===== config.mk =====
export PLATFORM = sky130hd
export DESIGN_NAME = frotaegis_top
export DESIGN_NICKNAME = d
export VERILOG_FILES = /design/src/rtl/fortaegis_pkg.sv /design/src/rtl/fortaegis_sig.sv /design/src/rtl/frotaegis_top.sv
export SDC_FILE = /design/constraint.sdc
export NUM_CORES = 1
export LEC_CHECK = 0
export CAP_MARGIN = 20
export CORE_MARGIN = 8
export CORE_UTILIZATION = 50
export CTS_BUF_LIST = sky130_fd_sc_hd__clkbuf_2 sky130_fd_sc_hd__clkbuf_4 sky130_fd_sc_hd__clkbuf_8
export DETAILED_ROUTE_END_ITERATION = 8
export PLACE_DENSITY_LB_ADDON = 0.05
export SYNTH_ARGS = -nofsm -noshare
export SYNTH_HDL_FRONTEND = slang
export SYNTH_SLANG_ARGS = --single-unit

===== constraint.sdc =====
create_clock -name clk350 -period 2.7 [get_ports clk350]
set_clock_uncertainty 0.15 [all_clocks]
set_input_delay 0.405 -clock clk350 [delete_from_list [all_inputs] [get_ports clk350]]
set_output_delay 0.405 -clock clk350 [all_outputs]
set_load 0.005 [all_outputs]

===== src/rtl/fortaegis_pkg.sv =====
// Shared constants and CRC step for the Fortaegis signature collector.
// Latency: n/a (package only).
// Backpressure: n/a (package only).
package fortaegis_pkg;

   localparam int SIG_W          = 32;
   localparam int CNT_W          = 16;
   localparam int COLLECT_CYCLES = 256;
   localparam int REP_LIMIT      = 32;

   localparam logic [SIG_W-1:0] POLY = 32'h04C11DB7;
   localparam logic [SIG_W-1:0] SEED = 32'hFFFFFFFF;

   // One MSB-first CRC shift: feedback is the outgoing MSB xor the new bit.
   function automatic logic [SIG_W-1:0] crc_step(input logic [SIG_W-1:0] s,
                                                 input logic             b,
                                                 input logic [SIG_W-1:0] poly);
      logic w_fb;
      w_fb = s[SIG_W-1] ^ b;
      return {s[SIG_W-2:0], 1'b0} ^ (w_fb ? poly : '0);
   endfunction

endpackage


===== src/rtl/fortaegis_sig.sv =====
// CRC signature register: seed load, enable-gated fold of one bit per cycle.
// Latency: bit sampled at edge N is in o_sig after edge N.
// Backpressure: none; i_en gates every update.
module fortaegis_sig
   import fortaegis_pkg::*;
#(
   parameter logic [SIG_W-1:0] P_POLY = POLY,
   parameter logic [SIG_W-1:0] P_SEED = SEED
) (
   input  logic             i_clk,
   input  logic             i_rst,
   input  logic             i_seed_ld,
   input  logic             i_en,
   input  logic             i_din,
   output logic [SIG_W-1:0] o_sig
);

   logic [SIG_W-1:0] r_sig;

   // Seed on reset or restart, otherwise fold din while enabled and hold when not.
   always_ff @(posedge i_clk) begin
      if (i_rst || i_seed_ld) begin
         r_sig <= P_SEED;
      end else if (i_en) begin
         r_sig <= crc_step(r_sig, i_din, P_POLY);
      end
   end

   assign o_sig = r_sig;

endmodule


===== src/rtl/frotaegis_top.sv =====
// Entropy/signature window: CRC + sample/ones counters while Collect is high, done pulse after it falls.
// Latency: sample at edge N visible after edge N; done one cycle after Collect reads low.
// Backpressure: none; restart is only honoured while Collect is low. Health test under FORTAEGIS_HEALTH_TEST_EN.
module frotaegis_top
   import fortaegis_pkg::*;
#(
   parameter int               COLLECT_CYCLES_P = COLLECT_CYCLES,
   parameter logic [SIG_W-1:0] P_POLY           = POLY,
   parameter logic [SIG_W-1:0] P_SEED           = SEED
) (
   input  logic             clk350,
   input  logic             rst,
   input  logic             din,
   input  logic             restart,
   output logic             collect,
   output logic [SIG_W-1:0] sig,
   output logic [CNT_W-1:0] samples,
   output logic [CNT_W-1:0] ones,
   output logic             done,
   output logic             health_fail
);

   localparam logic [CNT_W-1:0] LAST = CNT_W'(COLLECT_CYCLES_P - 1);

   // Collect is a plain register so it can be pulled low from outside to end a window early.
   logic             r_collect;
   logic             r_collect_d;
   logic             r_done;
   logic [CNT_W-1:0] r_samples;
   logic [CNT_W-1:0] r_ones;

   logic w_seed_ld;
   logic w_last;
   logic w_collect_nxt;

   assign w_seed_ld = ~r_collect & restart;
   assign w_last    = r_collect & (r_samples == LAST);

   // Next Collect: restart reopens, the final sample closes, otherwise hold.
   always_comb begin
      w_collect_nxt = r_collect;
      if (w_seed_ld) begin
         w_collect_nxt = 1'b1;
      end else if (w_last) begin
         w_collect_nxt = 1'b0;
      end
   end

   // Window flag, falling-edge done detect and the two counters.
   always_ff @(posedge clk350) begin
      if (rst) begin
         r_collect   <= 1'b1;
         r_collect_d <= 1'b1;
         r_done      <= 1'b0;
         r_samples   <= '0;
         r_ones      <= '0;
      end else begin
         r_collect   <= w_collect_nxt;
         r_collect_d <= r_collect;
         r_done      <= r_collect_d & ~r_collect;
         if (w_seed_ld) begin
            r_samples <= '0;
            r_ones    <= '0;
         end else if (r_collect) begin
            r_samples <= r_samples + 1'b1;
            r_ones    <= r_ones + {{(CNT_W-1){1'b0}}, din};
         end
      end
   end

   fortaegis_sig #(
      .P_POLY (P_POLY),
      .P_SEED (P_SEED)
   ) u_sig (
      .i_clk     (clk350),
      .i_rst     (rst),
      .i_seed_ld (w_seed_ld),
      .i_en      (r_collect),
      .i_din     (din),
      .o_sig     (sig)
   );

`ifdef FORTAEGIS_HEALTH_TEST_EN
   localparam logic [CNT_W-1:0] REP = CNT_W'(REP_LIMIT);

   logic             r_health_fail;
   logic [CNT_W-1:0] r_run;
   logic             r_last_bit;
   logic [CNT_W-1:0] w_run_nxt;

   // Run length including the current sample; the first sample of a window starts a fresh run.
   always_comb begin
      w_run_nxt = {{(CNT_W-1){1'b0}}, 1'b1};
      if ((r_samples != '0) && (din == r_last_bit)) begin
         w_run_nxt = (r_run == REP) ? r_run : r_run + 1'b1;
      end
   end

   // Sticky repetition-count failure; cleared only by reset or an accepted restart.
   always_ff @(posedge clk350) begin
      if (rst) begin
         r_health_fail <= 1'b0;
         r_run         <= '0;
         r_last_bit    <= 1'b0;
      end else if (w_seed_ld) begin
         r_health_fail <= 1'b0;
         r_run         <= '0;
      end else if (r_collect) begin
         r_run      <= w_run_nxt;
         r_last_bit <= din;
         if (w_run_nxt == REP) begin
            r_health_fail <= 1'b1;
         end
      end
   end

   assign health_fail = r_health_fail;
`else
   assign health_fail = 1'b0;
`endif

   assign collect = r_collect;
   assign samples = r_samples;
   assign ones    = r_ones;
   assign done    = r_done;

endmodule


==> results of run 1 <==
placed cells by master, fill, tap and decap left out:
cell type and n:
a211oi_1 1, mux2i_1 21, and4_1 2, or3_1 6, ha_1 4, nand4_1 12
a21oi_1 22, or4_4 1, o211ai_1 1, clkbuf_8 9, nand2_1 29, xor2_2 1
and3_1 2, conb_1 1, bufinv_16 4, nand3_1 9, or3_2 2, or2_2 1
nand3_4 1, xnor2_1 19, a221o_1 1, dfxtp_1 66, inv_1 5, buf_4 7
clkinvlp_4 2, clkinv_2 1, and2_1 1, clkdlybuf4s50_1 69, nand2b_1 1, a21o_1 1
xor2_1 13, a31o_2 1, nor4_1 5, or4_1 1, dfxtp_2 1, nor2_1 24
o21ai_0 22, nor3_1 3
per-layer routing:
| layer | up-vias | share of wire | track usage |
|---|---|---|---|
| met5 | - | 0 | 0 |
| met4 | 0 | 0.010 | 0.0749 |
| met3 | 5 | 0.054 | 0.0565 |
| met2 | 48 | 0.48 | 0.256 |
| met1 | 1062 | 0.45 | 0.186 |
| li1 | 1162 | - | - |
registers in the layout, summed over array words and instances, names as in the netlist:
| signal | count |
|---|---|
| u_sig.o_sig | 32 |
| ones | 16 |
| samples | 16 |
| collect | 1 |
| done | 1 |
| r_collect_d | 1 |
worst min path at each step:
stage / cells after the start / startpoint / to
after floorplan: 2 / r_collect_d / done
after global placement: 2 / r_collect_d / done
after detailed placement: 2 / r_collect_d / done
after CTS: 2 / r_collect_d / done
after global routing: 2 / r_collect_d / done
final: 2 / r_collect_d / done
kinds of logic after synthesis:
group           after synthesis
simple gates                100
flops                        67
compound gates               49
xor+xnor                     33
buf+inv                      23
mux                          21
fa+ha+maj                     4
other cells                   1
synth_stat cells, types with 4 or more instances:
library cell / count / share of area
a21oi_1: 22 / 0.040
buf_1: 5 / 0.0068
buf_2: 4 / 0.0073
clkbuf_1: 8 / 0.011
dfxtp_1: 67 / 0.49
ha_1: 4 / 0.018
inv_1: 5 / 0.0068
mux2i_1: 21 / 0.076
nand2_1: 29 / 0.040
nand3_1: 9 / 0.016
nand4_1: 12 / 0.027
nor2_1: 24 / 0.033
nor4_1: 5 / 0.011
o21ai_0: 22 / 0.040
or3_1: 6 / 0.014
xnor2_1: 19 / 0.060
xor2_1: 14 / 0.045
cell type report:
| type | instances | share of cell area |
|---|---|---|
| Multi-Input combinational cell | 208 | 0.350 |
| Tap cell | 72 | 0.0238 |
| Clock buffer | 9 | 0.0327 |
| Sequential cell | 67 | 0.355 |
| Clock inverter | 7 | 0.0370 |
| Inverter | 5 | 0.00496 |
| Timing Repair Buffer | 76 | 0.196 |
stage by stage:
stage / hold slack, ns / power [W] / cells / setup slack (ns) / area (um^2)
finish: 0.260 / 0.00228 / 444 / 0.409 / 3780
floorplan: 0.242 / 0.00113 / 298 / 0.675 / 2750
CTS: 0.265 / 0.00230 / 444 / 0.426 / 3780
global route: 0.286 / 0.00236 / 444 / 0.298 / 3780
global placement: 0.248 / 0.00121 / 428 / 0.108 / 3520
detailed placement: 0.251 / 0.00121 / 428 / 0.0731 / 3520
where the power goes:
part / leakage, nW / total (W) / switching (W) / internal (W)
Clock: 0.125 / 0.00109 / 0.000387 / 0.000705
Combinational: 0.839 / 0.000149 / 0.0000638 / 0.0000853
Sequential: 0.545 / 0.00104 / 0.0000255 / 0.00101
worst reg2reg max path: stages, from the launching register on:
cell	delay (ns)
dfxtp_1	0.38
ha_1	0.21
ha_1	0.19
nand2_1	0.11
or4_4	0.57
or3_1	0.32
a21oi_1	0.14
==> impl_metrics.json, run 1 <==
{
  "crit_fanout": 5,
  "async_flop_share": 0,
  "post-route-period-util": 0.849,
  "drt_iter0_markers": 74,
  "ios": 71,
  "layout_min_cycle_time_ns": 2.29,
  "irDropWorstVdd_v": 0.000457,
  "crit_chain": "clkdlybuf4s50_1 -> ha_1 -> ha_1 -> nand2_1 -> or4_4 -> or3_1 -> a21oi_1",
  "power_leakage_nw": 1.51,
  "grt_setup_unrepaired": "false",
  "fmax_mhz": 436,
  "synth_cell_types": 34,
  "cts_max_path_buffers": 2,
  "pwr_density_cell_nw_per_um2": 603,
  "synth_compound_area_frac": 0.0950,
  "r2r_start": "ones[0]",
  "crit_path_end_kind": "flip-flop",
  "grt_pass1_vias": 2265,
  "start_kind": "input port",
  "dr.pass1.iters": 4,
  "synthAdderAreaFrac": 0.0182,
  "fillCellCount": 459,
  "post_cts_resized": 0,
  "avgSynthCellArea_um2": 9.24,
  "cts_sinks": 67,
  "rows": 27,
  "syn_inst": 298,
  "num_antenna_cells": 0,
  "vias_per_cell": 5.13,
  "ys.flop_type": "dfxtp_1",
  "grt_pass1_wl_um": 10800,
  "cp.arrival_ns": 2.41,
  "path_delay_family": "simple AND/OR/NAND/NOR gates",
  "die_h_um": 90.2,
  "via_count": 2277,
  "cts_tree": "done",
  "cts_root_buf": "clkbuf_8",
  "drive_above_1_share": 0.0833,
  "relSlewSlack": 0.638,
  "synth_simple_gate_area_frac": 0.183,
  "regToRegSetupSlack_ns": 0.57,
  "critPathSlowestCell": "or4_4",
  "overflow": 0,
  "synthMuxAreaShare": 0.0763,
  "dp_hpwl_um": 4390,
  "yosys_warnings": 0,
  "gr-usage-all-layers": 0.160,
  "report.final.slew_viol_count": 0,
  "dieArea_um2": 8140,
  "required_ns": 2.82,
  "synth_edf_count": 0,
  "critPathKind": "in -> reg",
  "route.detailed.drc": 0,
  "hold_path_class": "reg -> reg",
  "syn_nets": 306,
  "reg2regPathDepth": 6,
  "cap_violations": 0,
  "path_clk_slew_ns": 0.07,
  "clk_latency_ns": 0.33,
  "wl_per_cell_um": 14.2,
  "io_buffers": 69,
  "cp-endpoint": "ones[12]",
  "multi_input_area_um2": 1330,
  "path_buf_inv": 1,
  "crit_top_cell": "ha_1",
  "max_slew.worst_pin.slew_ns": 0.543,
  "r2r-end": "ones[12]",
  "antenna_found_initial": 0,
  "synth_top_family_by_area": "simple AND/OR/NAND/NOR gates",
  "ys_seq_area_frac": 0.487,
  "fin_tns_setup_ns": 0,
  "numCtsBuffers": 9,
  "hold_violations": 0,
  "initial_core_util": 0.509,
  "final_core_util": 0.700,
  "die_x_um": 90.2,
  "syn_area_um2": 2750,
  "htreeDepth": 3,
  "setup-violations-final": 0,
  "cts_hold_buf": 0,
  "synth-seq-cells": 67,
  "area_growth_pct": 37.4,
  "routabilityCongestion": 0.781,
  "drt_wl_total_um": 6320,
  "core_um2": 5410,
  "cp.depth": 7,
  "crit_start": "din",
  "grt_max_degree": 24,
  "synth-xor-area-share": 0.105,
  "postCtsSetupRepairBufs": 0,
  "final_net_count": 375,
  "drtAntennaViolNets": 0,
  "slowest_delay_ns": 0.57,
  "outcome": "finished, final reports clean",
  "final-seq-area_um2": 1340
}
Note: power is estimated with default switching activity, not from simulation.
==> run 2, diff against run 1 <==
- CORE_UTILIZATION: 50 -> 45
- clock period: 2.7 -> 1.98 ns (I/O delays scaled with it)
==> run 2 against run 1 <==
First-iteration DRC count increased by 26%; critical path depth decreased by 1; non-clock buffer count grew 15; final cell count grew 4.1%; die area up 9.1%; routed wire length up 7.6%; cell area rose by 5.4%; via count rose by 3.2%; sequential share of layout area shrank 1.7 points; critical path type is now reg -> reg; highest routed layer unchanged.
==> impl_metrics.json, run 2 (same netlist as run 1, synthesis figures left out) <==
{
  "io_buffers": 69,
  "vias_per_cell": 5.09,
  "critPathKind": "reg -> reg",
  "antenna_found_initial": 0,
  "core_um2": 5920,
  "irDropWorstVdd_v": 0.000473,
  "initial_core_util": 0.465,
  "hold_violations": 0,
  "rows": 28,
  "htreeDepth": 3,
  "report.final.slew_viol_count": 0,
  "cts_max_path_buffers": 2,
  "numCtsBuffers": 9,
  "power_leakage_nw": 1.62,
  "final_common_cell": "clkdlybuf4s50_1",
  "post-route-period-util": 0.965,
  "gr-usage-all-layers": 0.161,
  "largest_register_ffs": 32,
  "dp_hpwl_um": 4600,
  "drtAntennaViolNets": 0,
  "critPathSlowestCell": "or4_4",
  "dieArea_um2": 8880,
  "overflow": 0,
  "layout_min_cycle_time_ns": 1.91,
  "routabilityCongestion": 0.742,
  "pwr_density_cell_nw_per_um2": 796,
  "outcome": "finished, final reports clean",
  "fmax_mhz": 523,
  "crit_fanout": 3,
  "area_growth_pct": 44.8,
  "cts_sinks": 67,
  "crit_chain": "ha_2 -> ha_4 -> nand2_2 -> or4_4 -> or3_1 -> a21oi_1",
  "layout_common_cells": "67 x clkdlybuf4s50_1, 65 x dfxtp_1, 28 x nand2_1",
  "fin_tns_setup_ns": 0,
  "setup-violations-final": 0,
  "grt_pass1_vias": 2315,
  "via_count": 2350,
  "crit_path_end_kind": "flip-flop",
  "hold_path_class": "reg -> reg",
  "die_h_um": 94.2,
  "dr.pass1.iters": 4,
  "clk_latency_ns": 0.35,
  "drive_above_1_share": 0.129,
  "slowest_delay_ns": 0.52,
  "drt_iter0_markers": 93,
  "grt_setup_unrepaired": "false",
  "ios": 71,
  "total_power_w": 0.00318,
  "cp.arrival_ns": 2.04,
  "num_antenna_cells": 0,
  "wl_per_cell_um": 14.7,
  "cap_violations": 0,
  "grt_max_degree": 32,
  "layout.cells.non_filler": 462,
  "path_clk_slew_ns": 0.07,
  "drt_wl_total_um": 6800,
  "die_x_um": 94.2,
  "regToRegSetupSlack_ns": 0.07,
  "dpl.cell_count": 444,
  "final_net_count": 390,
  "required_ns": 2.11,
  "start_kind": "flip-flop",
  "cts_root_buf": "clkbuf_8",
  "route.detailed.drc": 0,
  "cts_hold_buf": 0,
  "holdWs_ns": 0.274,
  "cts_tree": "done",
  "grt_pass1_wl_um": 11300
}
run 2: cell types whose count changed in the layout (fill, tap and decap cells not counted), sizes merged:
cell and delta:
buf +14, clkdlybuf4s50 -2, bufbuf +1, clkbuf +1
clkinv -1, clkinvlp -1, dlygate4sd2 +1, dlymetal6s2s +1
inv +1
run 2: path summary, 6_finish.rpt:
path / start / endpoint / cells after the start
max reg2reg: ones[0] / ones[14] / 6
min reg2reg: r_collect_d / done / 2
min: r_collect_d / done / 2
max: ones[0] / ones[14] / 6
run 2: final cells by class:
cell class	instances	area (um^2)
clock buffer	10	131
timing repair buffer	91	920
fill	522	1930
clock inverter	6	136
multi-input combinational	208	1340
sequential	67	1350
tap	75	93.8
inverter	5	18.8
run 2: power breakdown:
group	internal, W	switching (W)
logic	0.000134	0.0000943
clock network	0.000983	0.000549
registers	0.00138	0.0000342
total	0.00250	0.000678
run 2: metrics by stage:
step           setup slack, ns   util  cell area, um^2
2_1_floorplan           0.0137      -             2760
3_3_place_gp            -0.394  0.619             3660
3_5_place_dp            -0.444  0.619             3660
4_1_cts                 0.0287  0.671             3970
5_1_grt                0.00976  0.674             3990
6_report                0.0688  0.674             3990
run 2: critical path, delay by kind of cell, from the launching register on:
family | cells | cell delay (ns)
and+or+nand+nor | 3 | 0.89
DFF | 1 | 0.34
adders and majority gates | 2 | 0.33
AOI/OAI and AO/OA | 1 | 0.14
run 2: metal layers:
layer | share of wire | global-route usage | vias to the layer above | routed length, um
met2 | 0.44 | 0.242 | 58 | 3020
met1 | 0.48 | 0.196 | 1080 | 3240
li1 | - | - | 1203 | -
met3 | 0.061 | 0.0536 | 9 | 416
met4 | 0.019 | 0.0925 | 0 | 131
met5 | 0 | 0 | - | 0
run 2: what timing repair did:
| item | 4_1_cts | 5_1_grt |
|---|---|---|
| resized for setup | 3 | 5 |
| cloned | 1 | 0 |
| setup buffers | 1 | 0 |
| endpoints found under the setup margin | 3 | 2 |
| pin swaps | 1 | 1 |
